`config.mk`:
```
export PLATFORM = sky130hd
export DESIGN_NAME = cu_mod1_3
export DESIGN_NICKNAME = d
export VERILOG_FILES = /design/src/rtl/cu_mod1_3.sv
export SDC_FILE = /design/constraint.sdc
export NUM_CORES = 1
export LEC_CHECK = 0
export ABC_CLOCK_PERIOD_IN_PS = 2650
export BUFFER_PORTS_ARGS = -buffer_cell sky130_fd_sc_hd__buf_2
export CORE_AREA = 3 3 40 42
export CTS_CLUSTER_SIZE = 8
export DETAILED_ROUTE_END_ITERATION = 7
export DIE_AREA = 0 0 43 45
export PLACE_DENSITY_LB_ADDON = 0.25
export SKIP_LAST_GASP = 1
export SYNTH_ARGS = -nofsm -noshare
export SYNTH_HDL_FRONTEND = slang
export SYNTH_SLANG_ARGS = --single-unit
```
`constraint.sdc`:
```
create_clock -name clk -period 2.65 [get_ports clk]
set_clock_uncertainty 0.1 [all_clocks]
set_input_delay 0 -clock clk [delete_from_list [all_inputs] [get_ports clk]]
set_output_delay 0 -clock clk [all_outputs]
set_load 0.005 [all_outputs]
```
`src/rtl/cu_mod1_3.sv`:
```
// rtl/cu_mod1_3.sv - FFT stage butterfly control unit
//
// Sequences one FFT butterfly stage per frame of FRAME_LEN cycles. The frame is
// started by alert_mod12 from the previous stage. This unit drives the butterfly
// and multiplier enables, the twiddle ROM address and the delay-buffer half select.
//
// Optional feature macro: CU_MOD13_ABORT_DETECT_EN
//   defined   - alert_mod12 dropping mid-frame truncates the frame through a
//               one-cycle ABORT state that pulses err_abort.
//   undefined - a started frame always runs to FRAME_LEN cycles and err_abort is 0.
//
// Ports:
//   clk          in   rising-edge clock
//   rstn         in   asynchronous active-low reset
//   alert_mod12  in   previous-stage level, high one cycle ahead of each sample
//   bf_en        out  butterfly enable (high while the FSM is in RUN)
//   mul_en       out  twiddle multiplier enable (bf_en delayed one cycle)
//   tw_addr[8:0] out  twiddle ROM address, (cnt*TW_STEP) mod 512 while bf_en is high
//   sr_sel       out  delay-buffer half select (second half of the frame)
//   frame_done   out  one-cycle pulse after the last cycle of a full frame
//   err_abort    out  one-cycle pulse on a truncated frame
//   alert_mod13  out  level to the next stage (bf_en delayed one cycle)

module cu_mod1_3 #(
  parameter int FRAME_LEN = 32,
  parameter int TW_STEP   = 16
) (
  input  logic       clk,
  input  logic       rstn,
  input  logic       alert_mod12,
  output logic       bf_en,
  output logic       mul_en,
  output logic [8:0] tw_addr,
  output logic       sr_sel,
  output logic       frame_done,
  output logic       err_abort,
  output logic       alert_mod13
);

  localparam int CW = $clog2(FRAME_LEN);
  localparam logic [CW-1:0] CNT_LAST = CW'(FRAME_LEN - 1);

`ifdef CU_MOD13_ABORT_DETECT_EN
  typedef enum logic [1:0] {IDLE, RUN, ABORT} state_t;
`else
  typedef enum logic [1:0] {IDLE, RUN} state_t;
`endif

  state_t          state_q, state_d;
  logic [CW-1:0]   cnt_q, cnt_d;
  logic            mul_en_q, mul_en_d;
  logic            frame_done_q, frame_done_d;
  logic [8:0]      tw_raw;

  always_comb begin
    state_d      = state_q;
    cnt_d        = cnt_q;
    mul_en_d     = (state_q == RUN);
    frame_done_d = (state_q == RUN) && (cnt_q == CNT_LAST);
    case (state_q)
      IDLE: begin
        if (alert_mod12) begin
          state_d = RUN;
          cnt_d   = '0;
        end
      end
      RUN: begin
        if (cnt_q == CNT_LAST) begin
          // A still-high alert at the frame end chains the next frame with no bubble.
          if (alert_mod12) cnt_d = '0;
          else             state_d = IDLE;
        end else begin
`ifdef CU_MOD13_ABORT_DETECT_EN
          if (alert_mod12) cnt_d = cnt_q + CW'(1);
          else             state_d = ABORT;
`else
          // The frame is padded to full length even if the alert drops.
          cnt_d = cnt_q + CW'(1);
`endif
        end
      end
`ifdef CU_MOD13_ABORT_DETECT_EN
      ABORT: state_d = IDLE;
`endif
      default: state_d = IDLE;
    endcase
  end

  always_ff @(posedge clk or negedge rstn) begin
    if (!rstn) begin
      state_q      <= IDLE;
      cnt_q        <= '0;
      mul_en_q     <= 1'b0;
      frame_done_q <= 1'b0;
    end else begin
      state_q      <= state_d;
      cnt_q        <= cnt_d;
      mul_en_q     <= mul_en_d;
      frame_done_q <= frame_done_d;
    end
  end

  // The 9-bit product wraps modulo 512, which matches the twiddle ROM depth.
  assign tw_raw = 9'(cnt_q) * 9'(TW_STEP);

  // All outputs are decoded from flops, so there is no path from alert_mod12.
  assign bf_en       = (state_q == RUN);
  assign tw_addr     = bf_en ? tw_raw : 9'd0;
  assign sr_sel      = bf_en & cnt_q[CW-1];
  assign mul_en      = mul_en_q;
  assign alert_mod13 = mul_en_q;
  assign frame_done  = frame_done_q;
`ifdef CU_MOD13_ABORT_DETECT_EN
  assign err_abort   = (state_q == ABORT);
`else
  assign err_abort   = 1'b0;
`endif

endmodule

```
* Word level (Yosys, flattened, before mapping)
Cells that the tools add are included.
W data, S select, Z words.
** Operators by class
- $lt $le $gt $ge :: 0
- Bitwise logic cells :: 1
- Div/mod/pow operators :: 0
- Muxes and demuxes :: 8
- $add $sub $neg :: 1
- Reduce and logical (&&, ||, !) cells :: 4
- Shift-type cells :: 0
- Multiply operators :: 0
- Equal/unequal tests :: 5
** Operators with widths (count)
- $mux W5 :: 2
- $pmux W5 S2 :: 1
- $mux W9 :: 1
- $mux W2 :: 3
- $add A5 B1 Y5 const B :: 1
- $eq A5 B5 Y1 const B :: 1
- $ne A2 B2 Y1 const B :: 2
- $pmux W2 S2 :: 1
- $reduce_and A3 Y1 :: 1
- $eq A2 B1 Y1 const B :: 1
- $logic_not A2 Y1 :: 1
- $ne A2 B1 Y1 const B :: 1
- $reduce_bool A2 Y1 :: 1
- $and A1 B1 Y1 :: 1
- $logic_and A1 B1 Y1 :: 1
** Word-level totals
- Input port bits :: 3
- Memories :: 0
- Register bits after elaboration :: 9
- Bits in latches :: 0
- Bits in writable memories :: 0
- Memory bits (read-only) :: 0
- Output and inout port bits :: 15
- Word-level logic and storage cells :: 23

* Logic depth before layout (Yosys ltp)
Gate-level depths: netlist of the first run.
- Depth in word-level cells :: 3
- Mapped depth :: 7
- Gate-level depth less buffers :: 6

* Worst setup path before layout of the first run
OpenSTA, ideal clock, no wires.
- Kind :: flip-flop to flip-flop
- Start point :: register cnt_q[0]
- End point :: register cnt_q[3]
- Required time :: 2.477 ns
- Setup time :: 0.073 ns
- Arrival time :: 1.506 ns
- Period minus slack after synthesis :: 1.679 ns
- Path buffers :: 1
- Path slack :: 0.971 ns
- Stages on the path, launching flop included :: 8
- Cells stage by stage :: dfrtp_1 ha_1 and3_1 ha_1 nand2b_1 buf_6 o2bb2ai_2 a21boi_2
** Between the ends
- Word-level cells in the longest chain between the ends :: 3
- Elaborated cells between the ends (all ways) :: 4
- Those cells by class :: 1 x add/sub; 1 x eq/ne; 2 x mux
** RTL lines
- from (decl) :: line 50 : logic [CW-1:0] cnt_q, cnt_d;
- from (signal assigned) :: line 97 : cnt_q <= cnt_d;
- $add A5 B1 Y5 or $eq A5 B5 Y1 (tied branches) :: line 78, 68
- $mux W5 (*) :: line 68 : if (cnt_q == CNT_LAST) begin
- $pmux W5 S2 (*) :: line 60 : case (state_q)
- net cnt_d[3] :: line 50
The timed path passes the listed nets; every way through them passes the cells marked *.
A chain may end at the register's enable or synchronous reset.

* Worst setup path after layout of the first run
Same ends and word-level chain as after synthesis.

==> results of run 1 <==
[worst min path at each step]
stage	from	to	slack (ns)
2_1_floorplan	rstn	alert_mod13$_DFF_PN0_	-0.40
3_3_place_gp	rstn	alert_mod13$_DFF_PN0_	-0.25
3_5_place_dp	rstn	alert_mod13$_DFF_PN0_	-0.25
4_1_cts	rstn	cnt_q[0]$_DFF_PN0_	0.009
5_1_grt	rstn	cnt_q[0]$_DFF_PN0_	0.03
6_report	rstn	cnt_q[0]$_DFF_PN0_	0.01
[registers in the layout, indices dropped and copies added (netlist names)]
name         count
alert_mod13      1
cnt_q            5
frame_done       1
state_q          1
[report_power, final]
group          switching, mW  total [mW]  leakage [nW]  internal (mW)
clock                 0.0436      0.0956        0.0138         0.0520
combinational          0.107       0.236         0.171          0.129
sequential            0.0540       0.223        0.0894          0.169
[placed cells by master, fill, tap and decap left out, types with 2 or more instances in the layout]
cell and instances:
and2_1 6, buf_2 12, clkbuf_4 3, conb_1 5
dfrtp_1 8, dlygate4sd3_1 2, ha_1 3, inv_1 4
nand3_1 3, o21ai_1 2
[metal layers]
| layer | global-route usage, % | up-vias |
|---|---|---|
| met2 | 16.5 | 15 |
| met5 | 0 | - |
| met4 | 0 | 0 |
| met3 | 7.57 | 0 |
| li1 | - | 167 |
| met1 | 11.3 | 153 |
[critical path, cell delays in order (launching register included)]
cell and delay, ns:
dfrtp_1 0.43, ha_1 0.24, and3_1 0.21, ha_1 0.19, nand2b_1 0.26, o2bb2ai_2 0.18
a21boi_2 0.15
[cell families after synthesis]
group	synth area share [%]
AND/OR/NAND/NOR	16.8
XOR/XNOR	1.86
flip-flops	42.6
adder cells (fa/ha/maj)	7.98
buffers and inverters	16.8
other	0.797
AO/OA/AOI/OAI	13.3
[stage by stage]
step	util, %	hold WS [ns]	cell area (um2)
floorplan	-	-0.396	485
global route	42.3	0.0258	543
detailed placement	38.9	-0.248	500
global placement	38.9	-0.248	500
finish	42.3	0.0104	543
CTS	42.3	0.00877	543
[area by class of cell]
cell class                 count  area [um2]  area share [%]
inverter                       4        15.0            2.76
multi-input combinational     30         206            38.0
timing repair buffer          14        80.1            14.7
clock buffer                   3        22.5            4.15
tap                           15        18.8            3.46
sequential                     8         200            36.9
[timing repair]
| item | 4_1_cts | 5_1_grt |
|---|---|---|
| setup buffers | 0 | 0 |
| hold endpoints to repair | 10 | 0 |
| hold buffers | 2 | 0 |
==> flow_summary.toml, run 1 <==
[global_route]
grt_pass1_vias = 336
track_usage_pct = 10.1
gr-total-overflow = 0
antenna_found_initial = 0
grt_max_degree = 11
grt_pass1_wl_um = 1390

[timing]
finalCriticalPeriod_ns = 1.83
report.final.slew_viol_count = 0
hold_viol_final = 0
timing.final.ws_setup_ns = 0.824
period_share_pct = 68.9
setup_tns_ns = 0
rsz0062_at_grt = "no"
finalSetupViolCount = 0
clock.fmax_mhz = 548

[floorplanning]
coreArea_um2 = 1280
ios = 18
chipHeight_um = 45
row_count = 13
dieArea_um2 = 1940
initial_core_util_pct = 36.6
die_w_um = 43

[logic_synthesis]
ys_types = 20
seq_area_frac_synth_pct = 42.6
synth_area_leader_cell = "dfrtp_1"
syn_area_um2 = 470
ys_async_sr_fraction_pct = 100
yosysWarnings = 0
synth_common_cells = "dfrtp_1 (8), buf_4 (7), and2_1 (6)"
synth_edf_count = 0
netlist_top_cells_area = "dfrtp_1 (43%), buf_4 (11%), and2_1 (8.0%)"
synth-main-ff-cell = "dfrtp_1"
yosys.cell_count.top_type = "dfrtp_1"
ys_ff_latch = 8
synth_top_area_share_pct = 42.6
syn_inst = 46
syn_area_per_cell_um2 = 10.2

[critical_path]
cp_max_fo = 8
critPathCaptureType = "register"
crit_end = "cnt_q[3]$_DFF_PN0_"
startpoint = "cnt_q[0]$_DFF_PN0_"
r2r_setup_slack_ns = 0.82
criticalPathCategory = "register to register"
startpoint_type = "register"
rr_endpoint = "cnt_q[3]$_DFF_PN0_"
rr_worst_depth = 6
cp.arrival_ns = 1.91
reg2reg_from = "cnt_q[0]$_DFF_PN0_"
cp.required_ns = 2.74

[placement]
io_buffers = 12
place_hpwl_um = 614
place_inst = 69
place_congestion = 0.778
post-place-ws_ns = 0.835

[clocking]
clockBufferDepth = 2
cts_tree = "done"
clkSlewWorstSetupHoldPaths_ns = 0.06
cts-buffers-inserted = 3
cts_resized = 0
htree_levels = 1
cts_root_buffer = "clkbuf_4"
cts.sinks = 8
insertion_delay_ns = 0.26

[detailed_routing]
postRouteAntennaNets = 0
route.met2.wl_um = 343
wl_met1_um = 354
via_per_inst = 4.53
routed.top_layer = "met3"
wirelength_um = 794
met3_length_um = 96
dr_total_vias = 335
drt_iter0_markers = 2
wl_per_cell_um = 10.7
drc_errors = 0
first_pass_iters = 2

[job]
drv_cap = 0

[worst_hold_path]
min_path_type = "primary input to async pin"

[layout]
syn_to_final_growth_pct = 15.4
drive_gt1_share_pct = 28.8
fin_nets = 67
n_fill_cell = 129
stdcell_count = 74
antenna_cells = 0

[power]
ir_drop_uv = 543
power.density_nw_per_um2 = 1020
leakage_nw = 0.275
power.total_uw = 555

[run_status]
status = "complete, no violations"
Note: power is estimated with default switching activity, not from simulation.
==> run 2, diff against run 1 <==
--- a/config.mk
+++ b/config.mk
@@ -5,7 +5,7 @@
 export SDC_FILE = /design/constraint.sdc
 export NUM_CORES = 1
 export LEC_CHECK = 0
-export ABC_CLOCK_PERIOD_IN_PS = 2650
+export ABC_CLOCK_PERIOD_IN_PS = 1800
 export BUFFER_PORTS_ARGS = -buffer_cell sky130_fd_sc_hd__buf_2
 export CORE_AREA = 3 3 40 42
 export CTS_CLUSTER_SIZE = 8
==> constraint.sdc (replaced) <==
create_clock -name clk -period 1.8 [get_ports clk]
set_clock_uncertainty 0.1 [all_clocks]
set_input_delay 0 -clock clk [delete_from_list [all_inputs] [get_ports clk]]
set_output_delay 0 -clock clk [all_outputs]
set_load 0.005 [all_outputs]
==> flow_summary.toml, run 2 (same netlist as run 1, synthesis figures left out) <==
[run_status]
status = "complete, no violations"

[critical_path]
worst-path-buf-inv = 0
rr_endpoint = "cnt_q[3]$_DFF_PN0_"
r2r_setup_slack_ns = 0.16
critPathCaptureType = "register"
criticalPathCategory = "register to register"
startpoint_type = "register"
cp.required_ns = 1.89
max_stage_delay_ns = 0.40
cp_max_fo = 8
rr_worst_depth = 6
cp.arrival_ns = 1.73
cp_common_cell = "ha_1"
reg2reg_from = "cnt_q[1]$_DFF_PN0_"
crit_slowest_cell = "dfrtp_1"
crit_family = "adder cells"
crit_chain = "ha_1, and3_1, ha_1, nand2b_4, o2bb2ai_2, a21boi_2"

[timing]
finalSetupViolCount = 0
report.final.slew_viol_count = 0
rsz0062_at_grt = "no"
finalCriticalPeriod_ns = 1.64
clock.fmax_mhz = 610
period_share_pct = 91.1
timing.final.ws_setup_ns = 0.160
hold_viol_final = 0
setup_tns_ns = 0

[layout]
stdcell_area_um2 = 558
stdcell_count = 75
syn_to_final_growth_pct = 18.6
largest-register = "cnt_q"
antenna_cells = 0
largest_register_ff_count = 5
fin_nets = 68
final_common_cell = "buf_2"
drive_gt1_share_pct = 31.7
final_cell_mix = "buf_2 (12), dfrtp_1 (8), and2_1 (6)"

[floorplanning]
ios = 18
chipHeight_um = 45
row_count = 13
die_w_um = 43
initial_core_util_pct = 36.6
coreArea_um2 = 1280
dieArea_um2 = 1940

[job]
drv_cap = 0

[global_route]
antenna_found_initial = 0
track_usage_pct = 10.8
grt_pass1_vias = 320
gr-total-overflow = 0
grt_max_degree = 11
grt_pass1_wl_um = 1470

[placement]
place_hpwl_um = 630
post-place-ws_ns = 0.0215
io_buffers = 12
place_inst = 70
place_congestion = 0.726
place_area_um2 = 508

[detailed_routing]
wirelength_um = 861
first_pass_iters = 4
dr_total_vias = 342
drt_iter0_markers = 4
route.met2.wl_um = 394
routed.top_layer = "met3"
postRouteAntennaNets = 0
via_per_inst = 4.56
wl_met1_um = 360
met3_length_um = 107
wl_per_cell_um = 11.5
drc_errors = 0

[clocking]
clkSlewWorstSetupHoldPaths_ns = 0.06
cts_root_buffer = "clkbuf_4"
htree_levels = 1
cts-buffers-inserted = 3
postCtsSetupBuffers = 0
clockBufferDepth = 2
cts_tree = "done"
insertion_delay_ns = 0.25
cts.sinks = 8

[power]
ir_drop_uv = 604
power.total_uw = 848
leakage_nw = 0.281
power.density_nw_per_um2 = 1520

[worst_hold_path]
min_path_type = "primary input to async pin"
run 2: cell count changes in the layout (fill, tap and decap cells not counted), sizes merged:
cell	delta
buf	+1
run 2: where the power goes:
group / internal [mW] / leakage (nW) / total, mW / switching [mW]
combinational: 0.212 / 0.178 / 0.391 / 0.179
sequential: 0.249 / 0.0894 / 0.319 / 0.0698
clock: 0.0763 / 0.0138 / 0.138 / 0.0617
run 2: how the worst max path moves through the flow:
stage | startpoint | endpoint | slack [ns] | depth (start not counted)
final | cnt_q[1]$_DFF_PN0_ | cnt_q[3]$_DFF_PN0_ | 0.16 | 6
after global routing | cnt_q[1]$_DFF_PN0_ | cnt_q[3]$_DFF_PN0_ | 0.03 | 6
after CTS | cnt_q[1]$_DFF_PN0_ | cnt_q[3]$_DFF_PN0_ | 0.008 | 6
after detailed placement | cnt_q[1]$_DFF_PN0_ | cnt_q[3]$_DFF_PN0_ | 0.02 | 6
after global placement | cnt_q[0]$_DFF_PN0_ | cnt_q[3]$_DFF_PN0_ | 0.06 | 6
after floorplan | cnt_q[0]$_DFF_PN0_ | cnt_q[3]$_DFF_PN0_ | 0.12 | 7
run 2: worst reg2reg max path, cell delays in order (launching register included):
cell and delay, ns:
dfrtp_1 0.40, ha_1 0.21, and3_1 0.21, ha_1 0.20
nand2b_4 0.18, o2bb2ai_2 0.14, a21boi_2 0.15
run 2: timing repair:
| item | 4_1_cts | 5_1_grt |
|---|---|---|
| hold buffers | 2 | 0 |
| setup endpoints to repair | 0 | 4 |
| resized for setup | 0 | 2 |
| hold endpoints to repair | 10 | 0 |
run 2: final cells by class:
class | count | area (um2)
clock buffers | 3 | 22.5
fillers | 123 | 727
inverters | 4 | 15.0
multi-input cells | 30 | 214
flip-flops and latches | 8 | 200
well taps | 15 | 18.8
repair buffers | 15 | 87.6
run 2: per-layer routing:
layer  global-route usage (%)  vias to the layer above
met2                     17.1                       25
met1                     12.4                      145
met5                        0                        -
met3                     7.57                        0
li1                         -                      172
met4                     1.81                        0
run 2: stage by stage:
stage | util (%) | hold slack [ns]
final | 43.4 | 0.0133
after global routing | 43.4 | 0.0249
after CTS | 42.8 | 0.0109
after detailed placement | 39.5 | -0.242
after global placement | 39.5 | -0.246
after floorplan | - | -0.396
==> run 3, diff against run 2 <==
--- a/config.mk
+++ b/config.mk
@@ -5,7 +5,7 @@
 export SDC_FILE = /design/constraint.sdc
 export NUM_CORES = 1
 export LEC_CHECK = 0
-export ABC_CLOCK_PERIOD_IN_PS = 1800
+export ABC_CLOCK_PERIOD_IN_PS = 2000
 export BUFFER_PORTS_ARGS = -buffer_cell sky130_fd_sc_hd__buf_2
 export CORE_AREA = 3 3 40 42
 export CTS_CLUSTER_SIZE = 8
==> constraint.sdc (replaced) <==
create_clock -name clk -period 2 [get_ports clk]
set_clock_uncertainty 0.1 [all_clocks]
set_input_delay 0 -clock clk [delete_from_list [all_inputs] [get_ports clk]]
set_output_delay 0 -clock clk [all_outputs]
set_load 0.005 [all_outputs]
==> flow_summary.toml, run 3 (same netlist as run 1, synthesis figures left out) <==
[run_status]
status = "complete, no violations"

[layout]
antenna_cells = 0
fin_nets = 67
syn_to_final_growth_pct = 15.4
final_cell_mix = "buf_2 (12), dfrtp_1 (8), and2_1 (6)"
largest_register_ff_count = 5
largest-register = "cnt_q"
postLayoutCoreUtil_pct = 42.3
final_common_cell = "buf_2"
stdcell_count = 74
drive_gt1_share_pct = 28.8

[global_route]
track_usage_pct = 10.3
gr-total-overflow = 0
grt_pass1_vias = 322
antenna_found_initial = 0
grt_pass1_wl_um = 1410
grt_max_degree = 11

[floorplanning]
row_count = 13
initial_core_util_pct = 36.6
ios = 18
chipHeight_um = 45
dieArea_um2 = 1940
die_w_um = 43
coreArea_um2 = 1280

[placement]
place_hpwl_um = 596
place_congestion = 0.698
place_inst = 69
io_buffers = 12

[timing]
finalSetupViolCount = 0
finalCriticalPeriod_ns = 1.82
rsz0062_at_grt = "no"
setup_tns_ns = 0
report.final.slew_viol_count = 0
period_share_pct = 91.0
hold_viol_final = 0
clock.fmax_mhz = 550

[critical_path]
critPathCaptureType = "register"
startpoint_type = "register"
cp.arrival_ns = 1.91
cp.required_ns = 2.09
cp_max_fo = 8
criticalPathCategory = "register to register"

[detailed_routing]
wl_per_cell_um = 10.9
dr_total_vias = 349
via_per_inst = 4.72
drc_errors = 0
postRouteAntennaNets = 0
drt_iter0_markers = 7
wirelength_um = 809
first_pass_iters = 2

[clocking]
cts_resized = 0
cts.sinks = 8
cts_tree = "done"
htree_levels = 1
cts_root_buffer = "clkbuf_4"
clockBufferDepth = 2
insertion_delay_ns = 0.26
cts-buffers-inserted = 3
clkSlewWorstSetupHoldPaths_ns = 0.06

[power]
ir_drop_uv = 548
power.density_nw_per_um2 = 1350
leakage_nw = 0.275

[worst_hold_path]
min_path_type = "primary input to async pin"

[job]
drv_cap = 0
==> run 3: cell types whose count changed in the layout (fill, tap and decap cells not counted) <==
cell      previous run  this run
buf_4                1         0
nand2b_1             0         1
nand2b_4             1         0
==> run 3: critical path, cell delays in order (launching register included) <==
cell and delay, ns:
dfrtp_1 0.43, ha_1 0.24, and3_1 0.21, ha_1 0.19, nand2b_1 0.26, o2bb2ai_2 0.17, a21boi_2 0.15
==> run 3: worst paths after layout <==
kind / start / to / slack (ns) / depth (start not counted)
worst max-delay path: cnt_q[0]$_DFF_PN0_ / cnt_q[3]$_DFF_PN0_ / 0.18 / 6
worst min-delay path: rstn / cnt_q[0]$_DFF_PN0_ / 0.01 / 2
worst max register to register: cnt_q[0]$_DFF_PN0_ / cnt_q[3]$_DFF_PN0_ / 0.18 / 6
worst min register to register: state_q[0]$_DFFE_PN0P_ / alert_mod13$_DFF_PN0_ / 0.46 / 0
max in group asynchronous: rstn / cnt_q[2]$_DFF_PN0_ / 1.62 / 2
min in group clk: alert_mod12 / state_q[0]$_DFFE_PN0P_ / 0.45 / 4
==> run 3: report_power, final <==
group | switching [mW] | internal [mW] | total, mW
combinational | 0.144 | 0.171 | 0.315
clock | 0.0575 | 0.0688 | 0.126
sequential | 0.0704 | 0.224 | 0.295
==> run 3: layer usage <==
layer	vias to the layer above	global-route usage (%)	wire, um
li1	170	-	-
met1	163	11.7	341
met2	16	16.2	364
met3	0	7.57	103
met4	0	1.81	0
met5	-	0	0
==> run 3: layout make-up <==
cell class	instances	area, um2
inverter	4	15.0
tap	15	18.8
sequential	8	200
fill	123	742
timing repair buffer	14	80.1
clock buffer	3	22.5
multi-input combinational	30	206
==> run 3: repair_timing <==
action                                  4_1_cts  5_1_grt
buffers inserted                              0        0
hold buffers                                  2        0
endpoints found under the setup margin        0        0
hold endpoints to repair                     11        0
==> run 3: per-stage QoR <==
stage / hold slack [ns] / cell area [um2] / setup slack, ns / power, mW
2_1_floorplan: -0.396 / 485 / 0.321 / 0.532
3_3_place_gp: -0.248 / 500 / 0.216 / 0.610
3_5_place_dp: -0.245 / 500 / 0.194 / 0.615
4_1_cts: 0.0118 / 543 / 0.179 / 0.746
5_1_grt: 0.00893 / 543 / 0.0221 / 0.826
6_report: 0.0101 / 543 / 0.180 / 0.736
